## src/rtl/ab_seq_pkg.sv

```systemverilog
// -----------------------------------------------------------------------------
// ab_seq_pkg
// Shared definitions for the a,b sequence transmitter.
//   state_e : FSM state encoding (five states, so three bits are needed)
//   MIN_GAP : minimum number of idle cycles between two a,b sequences
// -----------------------------------------------------------------------------
package ab_seq_pkg;

    typedef enum logic [2:0] {
        ST_IDLE   = 3'd0,
        ST_SEND_A = 3'd1,
        ST_SEND_B = 3'd2,
        ST_GAP    = 3'd3,
        ST_FIN    = 3'd4
    } state_e;

    // A downstream a-then-b detector needs at least one quiet cycle to
    // return to idle before it sees the next a.
    localparam int unsigned MIN_GAP = 32'd1;

endpackage : ab_seq_pkg

```

## src/rtl/ab_seq_chk.sv

```systemverilog
// -----------------------------------------------------------------------------
// ab_seq_chk
// Sticky protocol checker for the loop-back signal q of ab_seq_tx.
// q is expected to be 1 exactly in the cycle after each b pulse and 0 in
// every other busy cycle.
// Ports:
//   clk_i       : clock
//   rst_n_i     : synchronous active-low reset
//   start_acc_i : burst start accepted this cycle (clears err)
//   b_i         : current value of the transmitter output b
//   busy_i      : current value of the transmitter output busy
//   q_i         : loop-back from the downstream detector
//   err_o       : sticky error flag (registered)
// -----------------------------------------------------------------------------
module ab_seq_chk (
    input  logic clk_i,
    input  logic rst_n_i,
    input  logic start_acc_i,
    input  logic b_i,
    input  logic busy_i,
    input  logic q_i,
    output logic err_o
);

    logic prev_b_q;
    logic prev_b_d;
    logic err_q;
    logic err_d;

    // Error next-state: an accepted start wins over any error detected in the same cycle.
    always_comb begin
        prev_b_d = b_i;
        err_d    = err_q;
        if (start_acc_i) begin
            err_d = 1'b0;
        end else if (prev_b_q && !q_i) begin
            err_d = 1'b1;
        end else if (!prev_b_q && q_i && busy_i) begin
            err_d = 1'b1;
        end else begin
            err_d = err_q;
        end
    end

    // Checker registers with synchronous active-low reset.
    always_ff @(posedge clk_i) begin
        if (!rst_n_i) begin
            prev_b_q <= 1'b0;
            err_q    <= 1'b0;
        end else begin
            prev_b_q <= prev_b_d;
            err_q    <= err_d;
        end
    end

    assign err_o = err_q;

endmodule : ab_seq_chk

```

## src/rtl/ab_seq_tx.sv

```systemverilog
// -----------------------------------------------------------------------------
// ab_seq_tx
// Emits a burst of "count" a,b sequences (a for one cycle, then b for one
// cycle), separated by gap+MIN_GAP idle cycles, followed by a one-cycle done.
// Ports:
//   clock : single clock, rising edge
//   reset : synchronous active-low reset
//   start : burst request, sampled only while idle
//   count : number of a,b sequences (sampled with start)
//   gap   : extra idle cycles between sequences (sampled with start)
//   abort : ends a running burst at the next edge, no done pulse
//   a, b  : registered sequence symbols (never both high)
//   busy  : high while a burst is running, including the done cycle
//   done  : one-cycle pulse at normal completion
// Optional build macro AB_SEQ_TX_CHECK_EN adds:
//   q     : loop-back from a downstream a-then-b detector
//   err   : sticky protocol error flag
// -----------------------------------------------------------------------------
module ab_seq_tx
    import ab_seq_pkg::*;
#(
    parameter int CNT_W = 4,
    parameter int GAP_W = 2
) (
    input  logic             clock,
    input  logic             reset,
    input  logic             start,
    input  logic [CNT_W-1:0] count,
    input  logic [GAP_W-1:0] gap,
    input  logic             abort,
    output logic             a,
    output logic             b,
    output logic             busy,
    output logic             done
`ifdef AB_SEQ_TX_CHECK_EN
    ,
    input  logic             q,
    output logic             err
`endif
);

    state_e           state_q;
    state_e           state_d;
    logic [CNT_W-1:0] rem_q;
    logic [CNT_W-1:0] rem_d;
    logic [GAP_W-1:0] gap_q;
    logic [GAP_W-1:0] gap_d;
    logic [GAP_W-1:0] gcnt_q;
    logic [GAP_W-1:0] gcnt_d;
    logic             a_q;
    logic             a_d;
    logic             b_q;
    logic             b_d;
    logic             busy_q;
    logic             busy_d;
    logic             done_q;
    logic             done_d;
    logic             start_acc_s;

    // Next-state logic; outputs are decoded from the next state so that the
    // output flops line up with the state register.
    always_comb begin
        state_d     = state_q;
        rem_d       = rem_q;
        gap_d       = gap_q;
        gcnt_d      = gcnt_q;
        start_acc_s = (state_q == ST_IDLE) && start && !abort;

        if ((state_q != ST_IDLE) && abort) begin
            state_d = ST_IDLE;
            gcnt_d  = '0;
        end else begin
            case (state_q)
                ST_IDLE: begin
                    if (start_acc_s) begin
                        rem_d   = count;
                        gap_d   = gap;
                        gcnt_d  = '0;
                        state_d = (count == '0) ? ST_FIN : ST_SEND_A;
                    end else begin
                        state_d = ST_IDLE;
                    end
                end
                ST_SEND_A: begin
                    state_d = ST_SEND_B;
                end
                ST_SEND_B: begin
                    // count is unsigned and non-zero here, so the all-ones
                    // value simply counts down like any other.
                    rem_d  = rem_q - CNT_W'(1);
                    gcnt_d = '0;
                    if (rem_q == CNT_W'(1)) begin
                        state_d = ST_FIN;
                    end else begin
                        state_d = ST_GAP;
                    end
                end
                ST_GAP: begin
                    // gcnt runs 0 .. gap+MIN_GAP-1, giving gap+MIN_GAP idle cycles.
                    if (gcnt_q == (gap_q + GAP_W'(MIN_GAP - 32'd1))) begin
                        state_d = ST_SEND_A;
                    end else begin
                        gcnt_d = gcnt_q + GAP_W'(1);
                    end
                end
                ST_FIN: begin
                    state_d = ST_IDLE;
                end
                default: begin
                    state_d = ST_IDLE;
                end
            endcase
        end

        a_d    = (state_d == ST_SEND_A);
        b_d    = (state_d == ST_SEND_B);
        done_d = (state_d == ST_FIN);
        busy_d = (state_d != ST_IDLE);
    end

    // State, counters and output registers with synchronous active-low reset.
    always_ff @(posedge clock) begin
        if (!reset) begin
            state_q <= ST_IDLE;
            rem_q   <= '0;
            gap_q   <= '0;
            gcnt_q  <= '0;
            a_q     <= 1'b0;
            b_q     <= 1'b0;
            busy_q  <= 1'b0;
            done_q  <= 1'b0;
        end else begin
            state_q <= state_d;
            rem_q   <= rem_d;
            gap_q   <= gap_d;
            gcnt_q  <= gcnt_d;
            a_q     <= a_d;
            b_q     <= b_d;
            busy_q  <= busy_d;
            done_q  <= done_d;
        end
    end

    assign a    = a_q;
    assign b    = b_q;
    assign busy = busy_q;
    assign done = done_q;

`ifdef AB_SEQ_TX_CHECK_EN
    ab_seq_chk u_chk (
        .clk_i       (clock),
        .rst_n_i     (reset),
        .start_acc_i (start_acc_s),
        .b_i         (b_q),
        .busy_i      (busy_q),
        .q_i         (q),
        .err_o       (err)
    );
`endif

endmodule : ab_seq_tx

```

## config.mk

```make
export PLATFORM = sky130hd
export DESIGN_NAME = ab_seq_tx
export DESIGN_NICKNAME = d
export VERILOG_FILES = /design/src/rtl/ab_seq_pkg.sv /design/src/rtl/ab_seq_chk.sv /design/src/rtl/ab_seq_tx.sv
export SDC_FILE = /design/constraint.sdc
export NUM_CORES = 1
export LEC_CHECK = 0
export CORE_UTILIZATION = 45
export CTS_CLUSTER_SIZE = 25
export DETAILED_ROUTE_END_ITERATION = 8
export PLACE_DENSITY = 0.77
export SLEW_MARGIN = 20
export SYNTH_ARGS = -nofsm -noshare
export SYNTH_HDL_FRONTEND = slang
export SYNTH_SLANG_ARGS = --single-unit
```

## constraint.sdc

```tcl
create_clock -name clock -period 1.65 [get_ports clock]
set_input_delay 0.33 -clock clock [delete_from_list [all_inputs] [get_ports clock]]
set_output_delay 0.33 -clock clock [all_outputs]
set_load 0.02 [all_outputs]
```

---- Yosys cells after proc, flatten, opt, wreduce, memory -nomap -nowiden ----
Index checks and enable logic that the tools add are counted.
storage, ports and cells
  output and inout bits ................... 4
  word-level logic and storage cells ...... 47
  bits in latches ......................... 0
  bits of input ports ..................... 10
  memories ................................ 0
  ROM bits ................................ 0
  RAM bits ................................ 0
  register bits ........................... 15
cells by class
  shift-type cells ........................ 0
  multipliers ............................. 0
  reduce and logical (&&, ||, !) cells .... 14
  equality and inequality tests ........... 10
  mux-type cells .......................... 11
  add/subtract/negate cells ............... 2
  bitwise operators ....................... 2
  magnitude comparators ................... 0
  divide/modulo/power cells ............... 0
operators with widths
  operator                                             count
  two-way mux 3 bit                                    5
  case mux 3 bit (4 select lines)                      1
  equality test 3 x 2 -> 1 bit, second input constant  3
  AND reduction 3 bit                                  3
  nonzero test 3 bit                                   3
  case mux 4 bit (2 select lines)                      1
  equality test 3 x 1 -> 1 bit, second input constant  2
  case mux 2 bit (3 select lines)                      1
  equality test 4 x 1 -> 1 bit, second input constant  1
  logical NOT 4 bit                                    1
  two-way mux 2 bit                                    2
  two-way mux 4 bit                                    1
  inequality test 2 bit, second input constant         2
  subtractor 4 x 1 -> 4 bit, second input constant     1
  equality test 3 bit, second input constant           1
  logical AND 1 bit                                    3
  logical NOT 3 bit                                    1
  adder 2 x 1 -> 2 bit, second input constant          1
  equality test 2 bit                                  1
  NOT 1 bit                                            2
  nonzero test 2 bit                                   1
  OR reduction 2 bit                                   1
  logical NOT 1 bit                                    1

---- Longest topological paths before layout ----
Gate-level depths: netlist of run 1.
  depth in word-level cells ............... 7
  gate-level depth with buffers ........... 6
  depth with buffers taken out ............ 6

---- Least setup slack after synthesis of run 1 ----
No wires, ideal clock.
  path type ............................... reg-to-reg
  start ................................... register state_q[1]
  end ..................................... register rem_q[0]
  period minus slack after synthesis ...... 1.647 ns
  path slack .............................. 0.003 ns
  setup time .............................. 0.095 ns
  data required time ...................... 1.555 ns
  cell stages (with the launch flop) ...... 7
  arrival ................................. 1.551 ns
  cell sequence ........................... dfxtp_1 buf_2 or3b_2 buf_2 o22ai_4 o21ai_0 a221oi_1
on the way
  longest elaborated chain between the ends .. 5
RTL lines
  what                                    RTL line                          text
  from (decl)                             ab_seq_tx.sv:42                   state_e state_q;
  from (signal assigned)                  ab_seq_tx.sv:133                  state_q <= state_d;
  logical NOT 3 bit                       ab_seq_tx.sv:67, ab_seq_tx.sv:73
  logical AND 1 bit (2 in series)         ab_seq_tx.sv:67                   start_acc_s = (state_q == ST_IDLE) && start && !abort;
  inequality test 2 bit (no source line)  -
  AND reduction 3 bit (no source line)    -
  to (signal assigned)                    ab_seq_tx.sv:134                  rem_q <= rem_d;
  to (decl)                               ab_seq_tx.sv:44                   logic [CNT_W-1:0] rem_q;
Several ways; a longest one is shown, not always the timed one.
A chain may end at the register's enable or synchronous reset.

---- Worst setup path in the final report of run 1 ----
  start ................................... register state_q[1]
  end ..................................... register a_q (netlist: a)
on the way
  longest elaborated chain between the ends .. 7
RTL lines
  what                             RTL line                          text
  logical NOT 3 bit                ab_seq_tx.sv:67, ab_seq_tx.sv:73
  logical AND 1 bit (2 in series)  ab_seq_tx.sv:67
  two-way mux 3 bit                ab_seq_tx.sv:75                   if (start_acc_s) begin
  case mux 3 bit (4 select lines)  ab_seq_tx.sv:73                   case (state_q)
  two-way mux 3 bit *              ab_seq_tx.sv:69                   if ((state_q != ST_IDLE) && abort) begin
  equality test 3 x 1 -> 1 bit *   ab_seq_tx.sv:115                  a_d = (state_d == ST_SEND_A);
  to (signal assigned)             ab_seq_tx.sv:128                  a_q <= 1'b0;
  to (signal assigned)             ab_seq_tx.sv:137                  a_q <= a_d;
  to (decl)                        ab_seq_tx.sv:50                   logic a_q;
Every way passes the cells marked *; elsewhere a longest branch is shown, timed or not.

==> results of run 1 <==
flip-flops by register name (all words and copies together), names as in the netlist:
| name | cells |
|---|---|
| gap_q | 2 |
| state_q | 3 |
| b | 1 |
| done | 1 |
| gcnt_q | 2 |
| a | 1 |
| busy | 1 |
| rem_q | 4 |
metrics by stage:
stage	instance area [sq um]	setup slack (ns)
after floorplan	802	0.00333
after global placement	1040	-0.276
after detailed placement	1040	-0.278
after CTS	1080	0.00296
after global routing	1100	-0.0107
final	1100	0.0504
power by group through the flow:
stage | logic (mW) | clock network (mW) | registers [mW]
after floorplan | 0.0815 | 0 | 0.398
after global placement | 0.157 | 0 | 0.395
after detailed placement | 0.161 | 0 | 0.396
after CTS | 0.164 | 0.214 | 0.388
after global routing | 0.183 | 0.236 | 0.392
final | 0.169 | 0.210 | 0.389
worst max-delay path: cells and delay by family (launching register included):
kind | cells | cell delay [ns]
AO/OA/AOI/OAI | 2 | 0.51
flip-flops | 1 | 0.34
AND/OR/NAND/NOR | 2 | 0.70
routing by layer:
metal / routed length [um] / vias up / part of all wire / global-route usage
met2: 1080 / 12 / 0.55 / 0.474
met5: 0 / - / 0 / 0
met1: 810 / 381 / 0.41 / 0.242
met3: 55 / 4 / 0.028 / 0.0612
met4: 30 / 0 / 0.015 / 0.0727
li1: - / 398 / - / -
worst max-delay path by stage:
stage	end	slack, ns	cells after the start	startpoint
floorplan	rem_q[0]$_SDFFE_PN0P_	0.003	6	state_q[1]$_SDFF_PN0_
global placement	a$_SDFF_PN0_	-0.28	5	abort
detailed placement	a$_SDFF_PN0_	-0.28	5	abort
CTS	a$_SDFF_PN0_	0.003	4	state_q[1]$_SDFF_PN0_
global route	rem_q[0]$_SDFFE_PN0P_	-0.01	4	state_q[1]$_SDFF_PN0_
finish	a$_SDFF_PN0_	0.05	4	state_q[1]$_SDFF_PN0_
layout make-up:
class | count | area [sq um] | share of cell area
multi-input cells | 64 | 462 | 0.421
clock inverters | 1 | 5.00 | 0.00457
inverters | 10 | 37.5 | 0.0342
clock buffers | 3 | 22.5 | 0.0205
well taps | 16 | 20.0 | 0.0183
flip-flops and latches | 15 | 300 | 0.274
repair buffers | 29 | 249 | 0.227
cell usage after synthesis, types with 2 or more instances:
| master | count |
|---|---|
| sky130_fd_sc_hd__xor2_1 | 3 |
| sky130_fd_sc_hd__dfxtp_1 | 15 |
| sky130_fd_sc_hd__nor4_1 | 4 |
| sky130_fd_sc_hd__o21ai_0 | 3 |
| sky130_fd_sc_hd__ha_1 | 2 |
| sky130_fd_sc_hd__or3b_2 | 2 |
| sky130_fd_sc_hd__a21oi_1 | 6 |
| sky130_fd_sc_hd__nor3b_1 | 2 |
| sky130_fd_sc_hd__o31ai_1 | 2 |
| sky130_fd_sc_hd__buf_2 | 3 |
| sky130_fd_sc_hd__inv_1 | 10 |
| sky130_fd_sc_hd__nor3_1 | 2 |
| sky130_fd_sc_hd__nand2_1 | 8 |
| sky130_fd_sc_hd__nor2_1 | 4 |
| sky130_fd_sc_hd__nand3_1 | 5 |
cell families after synthesis:
group | share of synthesized area
and+or+nand+nor | 0.251
adders and majority gates | 0.0312
xor gates and xnor gates | 0.0328
AOI/OAI and AO/OA | 0.226
DFF | 0.374
buffers and inverters | 0.0842
what timing repair did:
action | CTS | global route
pin swaps | 3 | 2
endpoints found under the setup margin | 2 | 4
hold buffers | 0 | 0
gates resized for setup | 3 | 3
==> reports/results.md, run 1 <==
| Stage | Item | This run |
|---|---|---|
| worst setup path | Worst setup EP type | flop |
| sta | Worst Clk Skew | 0.0104 ns |
| die | Die footprint | 0.00195 sq mm |
| worst setup path | Arr. time, crit path | 1.83 ns |
| yosys | Mapped Cells | 94 |
| sta | RSZ-0062 raised after global routing | true |
| placed design | Number of buffer cells added on primary ports | 13 |
| placed design | Cell count after placement | 134 |
| drt | Final routed DRC violation total | 0 |
| global route | Via count of the first global-routing pass | 821 |
| run | Maximum Capacitance Violations | 0 |
| sta | Hold Worst Slack | 0.471 ns |
| global route | Grt ovf | 0 |
| cts | Library cell used as clock root buffer | sky130_fd_sc_hd__clkbuf_4 |
| sta | Max-slew headroom at the worst pin | 0.763 |
| power and ir drop | Power per cell area | 700 mW/mm^2 |
| die | Count of boundary I/O pins | 14 |
| cts | Maximum number of buffers from clock root to sink | 2 |
| worst setup path | Length in cells of the worst reg-to-reg path | 4 |
| global route | Overall track demand over capacity in global routing | 0.240 |
| die | Initial Utilization | 0.509 |
| worst setup path | Start-to-end type of the worst setup path | reg -> reg |
| global route | Antenna violations before repair | 0 |
| worst setup path | Worst stage delay on the critical path | 0.54 ns |
| yosys | Number of flops mapped to enable cells by yosys | 0 |
| sta | Highest Clock Rate | 625 MHz |
| die | Row count | 14 |
| yosys | Number of unique standard cell types used by synthesis | 38 |
| worst setup path | Critical register-to-register path endpoint | a$_SDFF_PN0_ |
| cts | Clock Sink Count | 15 |
| power and ir drop | Proportion of total power due to net switching | 0.274 |
| worst setup path | Cell with the biggest individual delay on the critical path | sky130_fd_sc_hd__or4_4 |
| hold path | Hold Path Origin | gap_q[1]$_SDFFE_PN0P_ |
| yosys | Post-synth top area cell | sky130_fd_sc_hd__dfxtp_1 |
| worst setup path | Largest driver fanout on the critical path | 3 |
| yosys | Top FF cell, synth | sky130_fd_sc_hd__dfxtp_1 |
| final layout | Highest-count cells in the layout ignoring fill and taps | sky130_fd_sc_hd__buf_4, sky130_fd_sc_hd__dfxtp_1, sky130_fd_sc_hd__clkdlybuf4s50_1, sky130_fd_sc_hd__inv_1, sky130_fd_sc_hd__nand2_1 |
| hold path | Worst Hold Path EP | gap_q[1]$_SDFFE_PN0P_ |
| global route | Global-route wire length before repair | 3400 um |
| die | Floorplan core area | 0.00158 sq mm |
| placed design | Placer Congestion | 0.846 |
| worst setup path | Kind of launch point of the worst setup path | flop |
| worst setup path | Setup slack of the worst register-to-register path | 0.05 ns |
| drt | Final routed wire length divided by cell count | 14.3 um |
| final layout | Share of layout cells above drive strength 1 | 0.238 |
| sta | Final number of setup-violating endpoints | 0 |
| final layout | Utilization after layout | 0.695 |
| die | Overall die width | 44.2 um |
| status | Result of the run | finished, final reports clean |
| final layout | Number of nets at the end of the flow | 135 |
| yosys | Post-synthesis sequential area ratio | 0.374 |
| final layout | Synth-to-layout area growth | 36.7% |
| sta | Final clock period utilization by the worst path | 0.969 |
| final layout | Non-filler instance count after layout | 138 |
| cts | H-tree depth | 1 |
| power and ir drop | Final Power | 0.768 mW |
| final layout | Diode count | 0 |
| yosys | Syn avg cell area | 8.53 sq um |
| yosys | Proportion of netlist area held by the largest area contributor | 0.374 |
| sta | Tightest Pin Transition | 0.352 ns |
| cts | Register clock-pin slew on the reported worst setup and hold paths | 0.10 ns |
| drt | Vias per inst | 5.76 |
| sta | Final critical delay including setup and external delays | 1.60 ns |
| yosys | Count of warnings emitted by yosys | 0 |
| cts | Source-to-sink clock delay at the later pin of the worst-skew pair | 0.28 ns |
| drt | Number of DRC markers in iteration 0 | 15 |
| placed design | Detailed Place HPWL | 1510 um |
| drt | Vias post-DR | 795 |
| cts | CTS Buf Count | 3 |
| power and ir drop | Portion of total power attributed to the clock network | 0.274 |
| final layout | Most frequent standard cell in the layout excluding fill and tap cells | sky130_fd_sc_hd__buf_4 |
| cts | # Post-CTS Setup Buffers | 0 |
| yosys | Number of nets in the synthesized netlist | 106 |
| yosys | Synth top area cells | sky130_fd_sc_hd__dfxtp_1, sky130_fd_sc_hd__inv_1, sky130_fd_sc_hd__a21oi_1 |
| global route | Maximum number of pins on one net before global-route repair | 11 |
| die | Die Span Y | 44.2 um |
| power and ir drop | Share of power burned in registers | 0.507 |
| drt | Number of detailed-routing iterations run before antenna repair | 4 |
| power and ir drop | Gate power share | 0.220 |
| power and ir drop | Net switching power | 0.211 mW |
| power and ir drop | Leak | 0.466 nW |
| hold path | Hold Crit Depth | 2 |
| yosys | Register bit total from synthesis | 15 |
| sta | Hold Vio Cnt, Final | 0 |
| sta | Pins over their slew limit | 0 |
| hold path | HP Class | reg -> reg |
| yosys | Syn Std Cell Area | 802 sq um |
| final layout | Fill cell total of the finished layout | 141 |
| worst setup path | Startpoint of the lowest-slack register-to-register path | state_q[1]$_SDFF_PN0_ |
| cts | TritonCTS clock tree | done |
| worst setup path | Cell-by-cell trace of the critical path | or4_4 > o32a_1 > nor3_2 > a21boi_2 |
| worst setup path | Endpoint required time on the critical path | 1.88 ns |
| drt | Final ANT Viol Nets | 0 |
| sta | Final TNS setup | 0 ns |
| power and ir drop | Maximum vdd drop | 409 uV |
| power and ir drop | Internal power | 0.557 mW |
| drt | Detailed-route wire length | 1980 um |
| yosys | Async set or reset register ratio after synthesis | 0 |
(Power assumes the default switching activity.)
==> run 2: changes to the inputs <==
--- a/config.mk
+++ b/config.mk
@@ -12,4 +12,5 @@
 export SLEW_MARGIN = 20
 export SYNTH_ARGS = -nofsm -noshare
 export SYNTH_HDL_FRONTEND = slang
+export SYNTH_HIERARCHICAL = 1
 export SYNTH_SLANG_ARGS = --single-unit
==> results of run 2 <==
The final DEF is identical to that of run 1; final timing and power are the same.
Main changes from that run: Yosys warning count 0 -> 6
==> run 3: changes to the inputs <==
--- a/config.mk
+++ b/config.mk
@@ -8,6 +8,7 @@
 export CORE_UTILIZATION = 45
 export CTS_CLUSTER_SIZE = 25
 export DETAILED_ROUTE_END_ITERATION = 8
+export MAX_ROUTING_LAYER = met4
 export PLACE_DENSITY = 0.77
 export SLEW_MARGIN = 20
 export SYNTH_ARGS = -nofsm -noshare
==> reports/results.md, run 3 <==
| Stage | Item | This run |
|---|---|---|
| status | Result of the run | finished, final reports clean |
| worst setup path | Arr. time, crit path | 1.84 ns |
| drt | Final ANT Viol Nets | 0 |
| cts | TritonCTS clock tree | done |
| global route | Most Used Layer, Global Route | met2 |
| sta | Highest Clock Rate | 620 MHz |
| cts | Register clock-pin slew on the reported worst setup and hold paths | 0.10 ns |
| worst setup path | Setup slack of the worst register-to-register path | 0.04 ns |
| final layout | Utilization after layout | 0.695 |
| yosys | Syn avg cell area | 8.53 sq um |
| worst setup path | Start-to-end type of the worst setup path | reg -> reg |
| worst setup path | Critical register-to-register path endpoint | a$_SDFF_PN0_ |
| sta | RSZ-0062 raised after global routing | true |
| cts | Clock Sink Count | 15 |
| sta | Tightest Pin Transition | 0.346 ns |
| global route | GRT met3 Usage | 0.0612 |
| final layout | Highest-count cells in the layout ignoring fill and taps | sky130_fd_sc_hd__buf_4, sky130_fd_sc_hd__dfxtp_1, sky130_fd_sc_hd__clkdlybuf4s50_1, sky130_fd_sc_hd__inv_1, sky130_fd_sc_hd__nand2_1 |
| yosys | Synth cell count leaders | sky130_fd_sc_hd__dfxtp_1, sky130_fd_sc_hd__inv_1, sky130_fd_sc_hd__nand2_1, sky130_fd_sc_hd__a21oi_1, sky130_fd_sc_hd__nand3_1 |
| sta | Final number of setup-violating endpoints | 0 |
| worst setup path | Endpoint required time on the critical path | 1.88 ns |
| die | Floorplan core area | 0.00158 sq mm |
| hold path | Hold Path Origin | gap_q[1]$_SDFFE_PN0P_ |
| die | Overall die width | 44.2 um |
| die | Row count | 14 |
| die | Initial Utilization | 0.509 |
| yosys | Synth top area cells | sky130_fd_sc_hd__dfxtp_1, sky130_fd_sc_hd__inv_1, sky130_fd_sc_hd__a21oi_1 |
| final layout | Final design area excluding fillers | 0.00110 sq mm |
| drt | Final routed wire length divided by cell count | 14.6 um |
| global route | Maximum number of pins on one net before global-route repair | 11 |
| drt | Detailed-route wire length | 2020 um |
| yosys | Post-synth top area cell | sky130_fd_sc_hd__dfxtp_1 |
| drt | Vias post-DR | 822 |
| final layout | Max reg flops | 4 |
| final layout | Synth-to-layout area growth | 36.7% |
| yosys | Syn Std Cell Area | 802 sq um |
| power and ir drop | Final Power | 0.768 mW |
| cts | Number of hold buffers added after CTS | 0 |
| cts | CTS Buf Count | 3 |
| final layout | Share of layout cells above drive strength 1 | 0.238 |
| power and ir drop | Power per cell area | 701 mW/mm^2 |
| yosys | Top-count cell post-synth | sky130_fd_sc_hd__dfxtp_1 |
| worst setup path | Worst setup EP type | flop |
| yosys | Number of nets in the synthesized netlist | 106 |
| placed design | Detailed Place HPWL | 1510 um |
| yosys | Mapped Cells | 94 |
| power and ir drop | Maximum vdd drop | 411 uV |
| worst setup path | Startpoint of the lowest-slack register-to-register path | state_q[1]$_SDFF_PN0_ |
| yosys | Top FF cell, synth | sky130_fd_sc_hd__dfxtp_1 |
| final layout | Fill cell total of the finished layout | 141 |
| global route | Global-route wire length before repair | 3390 um |
| global route | Met1 usage | 0.240 |
| sta | Final TNS setup | 0 ns |
| sta | Pins over their slew limit | 0 |
| sta | Hold Vio Cnt, Final | 0 |
| yosys | Proportion of netlist area held by the largest area contributor | 0.374 |
| placed design | Placer Congestion | 0.859 |
| yosys | Post-synthesis sequential area ratio | 0.374 |
| final layout | Number of nets at the end of the flow | 135 |
| hold path | HP Class | reg -> reg |
| sta | Final critical delay including setup and external delays | 1.61 ns |
| drt | Number of DRC markers in iteration 0 | 15 |
| placed design | Number of buffer cells added on primary ports | 13 |
| yosys | Register bit total from synthesis | 15 |
| placed design | Total cell area at the placement stage | 0.00104 sq mm |
| hold path | Worst Hold Path EP | gap_q[1]$_SDFFE_PN0P_ |
| global route | Fraction of met2 tracks used by global routing | 0.474 |
| hold path | Hold Crit Depth | 2 |
| global route | Antenna violations before repair | 0 |
| yosys | Count of warnings emitted by yosys | 6 |
| yosys | Number of flops mapped to enable cells by yosys | 0 |
| global route | Via count of the first global-routing pass | 819 |
| cts | # Post-CTS Setup Buffers | 0 |
| final layout | Most frequent standard cell in the layout excluding fill and tap cells | sky130_fd_sc_hd__buf_4 |
| final layout | Non-filler instance count after layout | 138 |
| power and ir drop | Leak | 0.466 nW |
| global route | Overall track demand over capacity in global routing | 0.247 |
| worst setup path | Largest driver fanout on the critical path | 3 |
| final layout | Largest registers | rem_q x4, state_q x3 |
| drt | Final routed DRC violation total | 0 |
| cts | Source-to-sink clock delay at the later pin of the worst-skew pair | 0.28 ns |
| cts | Library cell used as clock root buffer | sky130_fd_sc_hd__clkbuf_4 |
| worst setup path | Length in cells of the worst reg-to-reg path | 4 |
| die | Die Span Y | 44.2 um |
| yosys | Number of unique standard cell types used by synthesis | 38 |
| cts | H-tree depth | 1 |
| final layout | Register with the highest flop count | rem_q |
| drt | Vias per inst | 5.96 |
| die | Count of boundary I/O pins | 14 |
| die | Die footprint | 0.00195 sq mm |
| sta | Worst Clk Skew | 0.0101 ns |
| global route | Grt ovf | 0 |
| cts | Maximum number of buffers from clock root to sink | 2 |
| yosys | Async set or reset register ratio after synthesis | 0 |
| run | Maximum Capacitance Violations | 0 |
| drt | Number of detailed-routing iterations run before antenna repair | 4 |
| sta | Max-slew headroom at the worst pin | 0.767 |
| placed design | Cell count after placement | 134 |
| final layout | Diode count | 0 |
| worst setup path | Kind of launch point of the worst setup path | flop |
| sta | Final clock period utilization by the worst path | 0.978 |
[run 3: cell counts in the layout (fill, tap and decap cells not counted)]
Identical to the previous run, type by type.
[run 3: what timing repair did]
action / in CTS / in global routing
hold endpoints to repair: 0 / 0
setup endpoints to repair: 2 / 4
resized for setup: 3 / 3
pin swaps: 3 / 2
[run 3: per-layer routing]
metal	part of all wire	wire [um]
met1	0.40	805
met2	0.54	1100
met3	0.041	83
met4	0.015	30
met5	0	0
[run 3: cells by family after synthesis]
| kind of cell | Yosys count | share of synthesized area |
|---|---|---|
| XOR/XNOR | 3 | 0.0328 |
| buffers and inverters | 15 | 0.0842 |
| adder cells (fa/ha/maj) | 2 | 0.0312 |
| flip-flops | 15 | 0.374 |
| AND/OR/NAND/NOR | 35 | 0.251 |
| AO/OA/AOI/OAI | 24 | 0.226 |
[run 3: how the worst max path moves through the flow]
stage                     slack [ns]                     to  cells after the start                   from
after global routing           -0.01  rem_q[0]$_SDFFE_PN0P_                      4  state_q[1]$_SDFF_PN0_
after global placement         -0.28           a$_SDFF_PN0_                      5                  abort
after CTS                      0.003           a$_SDFF_PN0_                      4  state_q[1]$_SDFF_PN0_
final                           0.04           a$_SDFF_PN0_                      4  state_q[1]$_SDFF_PN0_
after detailed placement       -0.28           a$_SDFF_PN0_                      5                  abort
after floorplan                0.003  rem_q[0]$_SDFFE_PN0P_                      6  state_q[1]$_SDFF_PN0_
[run 3: final cells by class]
cell class                      instances  area [sq um]  share of cell area
Clock buffer                            3          22.5              0.0205
Clock inverter                          1          5.00             0.00457
Inverter                               10          37.5              0.0342
Multi-Input combinational cell         64           462               0.421
Sequential cell                        15           300               0.274
Tap cell                               16          20.0              0.0183
Timing Repair Buffer                   29           249               0.227
[run 3: per-stage QoR]
step           worst slack [ns]  hold WS [ns]
2_1_floorplan           0.00333         0.448
3_3_place_gp             -0.276         0.461
3_5_place_dp             -0.278         0.462
4_1_cts                 0.00296         0.474
5_1_grt                 -0.0107         0.513
6_report                 0.0359         0.471
[run 3: worst max-delay path: stages (launching register included)]
cell and delay, ns:
sky130_fd_sc_hd__dfxtp_1 0.34, sky130_fd_sc_hd__or4_4 0.54, sky130_fd_sc_hd__o32a_1 0.33, sky130_fd_sc_hd__nor3_2 0.17, sky130_fd_sc_hd__a21boi_2 0.19
[run 3: power by group]
group / switching [mW] / internal, mW
combinational: 0.0793 / 0.0898
clock: 0.120 / 0.0899
sequential: 0.0119 / 0.377
total: 0.211 / 0.557
